## src/rtl/access_sequencer.sv

```systemverilog
// -----------------------------------------------------------------------------
// access_sequencer
//   Sequences one credential attempt for the lock: collects 8 keypad digits
//   (4 username, 4 password), asks the credential checker for a compare,
//   counts rejected attempts, enforces a timed lockout after MAX_FAILS
//   rejections and re-locks automatically after an idle period once unlocked.
//
// Ports
//   clk, rst_n    system clock, asynchronous active-low reset
//   tick_en       1-cycle timebase strobe driving both timers
//   digit_valid   1-cycle strobe qualifying digit
//   digit         keypad value
//   clear         abort the entry in progress
//   lock_req      user re-lock request while unlocked
//   check_done    checker response strobe, check_ok qualifies it
//   check_req     compare request, held for the whole CHECK state
//   user_code     packed username, first digit in [15:12]
//   pass_code     packed password, first digit in [15:12]
//   input_count   digits accepted in this attempt (0..8)
//   locked        low only while UNLOCKED
//   lockout       high while in LOCKOUT
//   fail_pulse    1-cycle strobe per rejected attempt
//   fail_count    rejections since last success or lockout expiry
//   timer         remaining ticks in LOCKOUT/UNLOCKED, else 0
// -----------------------------------------------------------------------------
module access_sequencer #(
    parameter int MAX_FAILS      = 3,
    parameter int LOCKOUT_TICKS  = 30,
    parameter int AUTOLOCK_TICKS = 15,
    parameter int TIMER_W        = 8
) (
    input  logic               clk,
    input  logic               rst_n,
    input  logic               tick_en,
    input  logic               digit_valid,
    input  logic [3:0]         digit,
    input  logic               clear,
    input  logic               lock_req,
    input  logic               check_done,
    input  logic               check_ok,
    output logic               check_req,
    output logic [15:0]        user_code,
    output logic [15:0]        pass_code,
    output logic [3:0]         input_count,
    output logic               locked,
    output logic               lockout,
    output logic               fail_pulse,
    output logic [1:0]         fail_count,
    output logic [TIMER_W-1:0] timer
);

    localparam logic [1:0] ST_ENTRY    = 2'd0;
    localparam logic [1:0] ST_CHECK    = 2'd1;
    localparam logic [1:0] ST_UNLOCKED = 2'd2;
    localparam logic [1:0] ST_LOCKOUT  = 2'd3;

    localparam logic [TIMER_W-1:0] AUTO_LOAD  = TIMER_W'(AUTOLOCK_TICKS);
    localparam logic [TIMER_W-1:0] LOCK_LOAD  = TIMER_W'(LOCKOUT_TICKS);
    localparam logic [TIMER_W-1:0] TIMER_ONE  = TIMER_W'(1);
    localparam logic [1:0]         FAIL_LIMIT = 2'(MAX_FAILS);

    logic [1:0]         state, state_n;
    logic [15:0]        user_n, pass_n;
    logic [3:0]         count_n;
    logic [1:0]         fails_n;
    logic [1:0]         fails_inc;
    logic [TIMER_W-1:0] timer_n;
    logic               fail_n;
    logic               timer_last;

    assign fails_inc  = fail_count + 2'd1;
    // The tick seen at timer==1 is the one that expires the timer; <= also
    // keeps a zero-loaded timer from wrapping.
    assign timer_last = (timer <= TIMER_ONE);

    always_comb begin
        state_n = state;
        user_n  = user_code;
        pass_n  = pass_code;
        count_n = input_count;
        fails_n = fail_count;
        timer_n = timer;
        fail_n  = 1'b0;

        case (state)
            ST_ENTRY: begin
                timer_n = '0;
                if (clear) begin
                    // clear outranks a simultaneous digit, which is dropped
                    user_n  = '0;
                    pass_n  = '0;
                    count_n = '0;
                end else if (digit_valid) begin
                    if (input_count < 4'd4)
                        user_n = {user_code[11:0], digit};
                    else
                        pass_n = {pass_code[11:0], digit};
                    count_n = input_count + 4'd1;
                    if (input_count == 4'd7)
                        state_n = ST_CHECK;
                end
            end

            ST_CHECK: begin
                if (check_done) begin
                    user_n  = '0;
                    pass_n  = '0;
                    count_n = '0;
                    if (check_ok) begin
                        state_n = ST_UNLOCKED;
                        fails_n = '0;
                        timer_n = AUTO_LOAD;
                    end else begin
                        fail_n  = 1'b1;
                        fails_n = fails_inc;
                        if (fails_inc == FAIL_LIMIT) begin
                            state_n = ST_LOCKOUT;
                            timer_n = LOCK_LOAD;
                        end else begin
                            state_n = ST_ENTRY;
                        end
                    end
                end
            end

            ST_UNLOCKED: begin
                if (lock_req) begin
                    state_n = ST_ENTRY;
                    timer_n = '0;
                end else if (digit_valid) begin
                    // keypad activity counts as "not idle"; digit not stored
                    timer_n = AUTO_LOAD;
                end else if (tick_en) begin
                    if (timer_last) begin
                        state_n = ST_ENTRY;
                        timer_n = '0;
                    end else begin
                        timer_n = timer - TIMER_ONE;
                    end
                end
            end

            ST_LOCKOUT: begin
                count_n = '0;
                if (tick_en) begin
                    if (timer_last) begin
                        state_n = ST_ENTRY;
                        timer_n = '0;
                        fails_n = '0;
                    end else begin
                        timer_n = timer - TIMER_ONE;
                    end
                end
            end

            default: begin
                state_n = ST_ENTRY;
                user_n  = '0;
                pass_n  = '0;
                count_n = '0;
                timer_n = '0;
            end
        endcase
    end

    // Status flags are registered from the next state so they line up with
    // the state register rather than lagging it by a cycle.
    always_ff @(posedge clk or negedge rst_n) begin
        if (!rst_n) begin
            state       <= ST_ENTRY;
            check_req   <= 1'b0;
            user_code   <= '0;
            pass_code   <= '0;
            input_count <= '0;
            locked      <= 1'b1;
            lockout     <= 1'b0;
            fail_pulse  <= 1'b0;
            fail_count  <= '0;
            timer       <= '0;
        end else begin
            state       <= state_n;
            check_req   <= (state_n == ST_CHECK);
            user_code   <= user_n;
            pass_code   <= pass_n;
            input_count <= count_n;
            locked      <= (state_n != ST_UNLOCKED);
            lockout     <= (state_n == ST_LOCKOUT);
            fail_pulse  <= fail_n;
            fail_count  <= fails_n;
            timer       <= timer_n;
        end
    end

endmodule

```

## config.mk

```make
export PLATFORM = sky130hd
export DESIGN_NAME = access_sequencer
export DESIGN_NICKNAME = d
export VERILOG_FILES = /design/src/rtl/access_sequencer.sv
export SDC_FILE = /design/constraint.sdc
export NUM_CORES = 1
export LEC_CHECK = 0
export ABC_AREA = 1
export BUFFER_PORTS_ARGS = -buffer_cell sky130_fd_sc_hd__buf_2
export CAP_MARGIN = 15
export CORE_MARGIN = 1
export CORE_UTILIZATION = 54
export DETAILED_ROUTE_END_ITERATION = 12
export PLACE_DENSITY = 0.8
export REMOVE_ABC_BUFFERS = 1
export SYNTH_ARGS = -nofsm -noshare
export SYNTH_HDL_FRONTEND = slang
export SYNTH_SLANG_ARGS = --single-unit
```

## constraint.sdc

```tcl
create_clock -name clk -period 1.7 [get_ports clk]
set_clock_uncertainty 0.15 [all_clocks]
set_input_delay 0.255 -clock clk [delete_from_list [all_inputs] [get_ports clk]]
set_output_delay 0.255 -clock clk [all_outputs]
set_load 0.03 [all_outputs]
```

==> metrics.md <==
| Metric | Value |
|---|---|
| First-pass GRT wire length | `9108 µm` |
| Post-layout util | `between 60 and 70%` |
| Worst hold path class | `in -> reg` |
| DR WL/cell | `between 10 and 15 µm` |
| Worst path max stage delay | `approximately 0.48 ns` |
| GPL Wtd Cong | `0.9437` |
| GR Overflow Total | `0` |
| #FFs+latches synth | `52` |
| Die H | `~73 µm` |
| Register area share after synthesis | `between 40% and 50%` |
| I/O pin count | `slightly above 60` |
| Worst-path fanout max | `14` |
| CP Class | `reg -> reg` |
| Vias/cell | `5.031` |
| Max_slew headroom | `~75%` |
| Overall Global Routing Usage | `roughly 22%` |
| Cell taking the most area after synthesis | `dfrtp_1` |
| Synthesized cell area | `0.002736 mm²` |
| Syn Inst Count | `~320` |
| Commonest non-fill, non-tap cell in the layout | `nand2_1` |
| Synth top area cells | `dfrtp_1, nand2_1, o21ai_2` |
| VDD IR max | `roughly 0.0006 V` |
| Total number of vias | `2,299` |
| Max Root-Sink Buffers | `2` |
| Clk root buf | `clkbuf_8` |
| Yosys top cell area share | `between 40% and 50%` |
| Setup crit start kind | `flip-flop` |
| Synth-to-Final Area Change | `20.58%` |
| Vias in the first global route | `~2,100` |
| Core Region | `approximately 0.0048 mm²` |
| WP data required | `1.79 ns` |
| Final setup viols | `0` |
| Critical Path Slowest Stage Cell | `dfrtp_1` |
| Fmax | `612.9 MHz` |
| Antenna violations before repair | `0` |
| # diodes | `0` |
| Num CTS Buffers | `5` |
| Site row count | `25` |
| Pwr dens | `~900 mW/mm²` |
| Arr. time, crit path | `roughly 1.7 ns` |
| Max Slew Vio Count | `0` |
| Yosys warning total | `0` |
| LEAKAGE | `1.784 nW` |
| Worst Tran Pin Value | `between 0.3 and 0.4 ns` |
| CTS H-tree lvls | `2` |
| Post-DP Area | `between 0.003 and 0.004 mm²` |
| CP Capture Type | `flip-flop` |
| Most frequent cells in the layout | `nand2_1, buf_2, dfrtp_1, o21ai_2, inv_1` |
| Antenna-violating nets left | `0` |
| Die footprint | `0.005356 mm²` |
| Clk sinks | `52` |
| Crit path time final | `between 1.5 and 2 ns` |
| CTS tree | `built` |
| Final hold viol count | `0` |
| Final TNS setup | `0 ns` |
| Outcome | `completed` |
| Final hold slack | `between 0.05 and 0.06 ns` |
| HPWL after DPL | `approximately 4000 µm` |
| Clock insertion delay at the later pin of the skew report | `around 0.3 ns` |
| Die width | `about 73 µm` |
| Clock-pin slew on the worst setup and hold paths | `about 0.090 ns` |
| Final-stage net count | `just over 400` |
| Fraction of layout cells with a size suffix above 1 | `between 30 and 40%` |
| Largest net degree at the start of global routing | `53` |
| Library cells used by synthesis | `26` |
| Syn Area/Cell | `around 8.6 µm²` |
| Initial DRC Count | `152` |
| Crit-path cells | `inv_2 > nand2_4 > clkinv_4 > nor2_4 > nand2_1 > o21ai_2` |
| Total length of routed wires | `roughly 5700 µm` |
| Initial core utilization | `a little under three fifths` |
| Initial DRT Pass Iterations | `4` |
| Max-cap violation count | `0` |
| Final period util | `between 90% and 100%` |
| # fillers | `389` |
| IO Port Bufs | `61` |
| DRC | `0` |
| Final Instance Area | `0.003299 mm²` |
-- critical path, delay by kind of cell, from the launching register on --
| kind | cells | cell delay (ns) |
|---|---|---|
| and+or+nand+nor | 3 | 0.57 |
| DFF | 1 | 0.48 |
| buffers and inverters | 2 | 0.22 |
| AOI/OAI and AO/OA | 1 | 0.14 |
-- per-layer routing --
layer / global-route usage [%] / vias to the layer above / wire length, µm
met4: 8.715 / 0 / 89
met1: 28.29 / 1084 / 2517
met3: 4.558 / 9 / 291
li1: - / 1144 / -
met2: 37.14 / 62 / 2798
met5: 0 / - / 0
-- worst paths after layout --
check	start	to	cells after the start	slack (ns)
worst max register to register	state[1]	pass_code[7]	6	0.07
min in group asynchronous	rst_n	fail_count[0]	3	0.30
worst min-delay path	check_ok	fail_pulse	2	0.06
max in group asynchronous	rst_n	locked	3	0.80
worst max-delay path	state[1]	pass_code[7]	6	0.07
worst min register to register	pass_code[14]	pass_code[14]	2	0.34
-- state kept, by name, summed over array words and instances (netlist names) --
register / count
check_req: 1
fail_count: 2
fail_pulse: 1
input_count: 4
locked: 1
lockout: 1
pass_code: 16
state: 2
timer: 8
user_code: 16
-- what timing repair did --
item / CTS / global route
hold buffers: 1 / 0
cloned: 0 / 1
pin swaps: 0 / 6
resized for setup: 1 / 12
buffers inserted: 0 / 2
hold endpoints to repair: 51 / 0
endpoints found under the setup margin: 3 / 42
-- stage by stage --
stage	worst slack [ns]	total power, W	std cells
after floorplan	0.004976	0.002073	310
after global placement	0.1184	0.002344	445
after detailed placement	-0.01651	0.002365	445
after CTS	0.01022	0.003068	454
after global routing	-0.04434	0.003199	457
final	0.06848	0.003057	457
-- cell families (layout without fill, tap and decap cells) --
group / count (synthesis) / in the layout / synth area share [%]
buffers and inverters: 41 / 112 / 7.727
adder cells (fa/ha/maj): 4 / 4 / 1.829
XOR/XNOR: 5 / 5 / 1.600
AND/OR/NAND/NOR: 166 / 167 / 27.25
flip-flops: 52 / 52 / 47.60
AO/OA/AOI/OAI: 50 / 50 / 13.99
-- final cells by class --
class                      count  area (µm²)  area share (%)
multi-input combinational    226        1271           38.53
tap                           67       83.83           2.541
sequential                    52        1303           39.48
timing repair buffer          71       424.2           12.86
clock buffer                   6       72.57           2.199
inverter                      33       128.9           3.906
clock inverter                 2       16.27          0.4930
-- Yosys cell counts (all sizes together) --
| library cell | n |
|---|---|
| ha | 4 |
| o21ai | 43 |
| inv | 32 |
| nand3 | 19 |
| nand4 | 1 |
| buf | 8 |
| dfrtp | 51 |
| o22ai | 1 |
| a21oi | 4 |
| nand2 | 120 |
| xor2 | 5 |
| a31oi | 1 |
| nor2 | 26 |
| o21a | 1 |
| dfstp | 1 |
| clkinv | 1 |
-- report_power, final --
group / internal [W] / leakage [nW] / switching, W
clock network: 0.000294 / 0.0414 / 0.000407
logic: 0.000280 / 1.04 / 0.000615
registers: 0.00136 / 0.706 / 0.000101
total: 0.00193 / 1.78 / 0.00112
No activity file was read; power rests on OpenSTA's default activity.
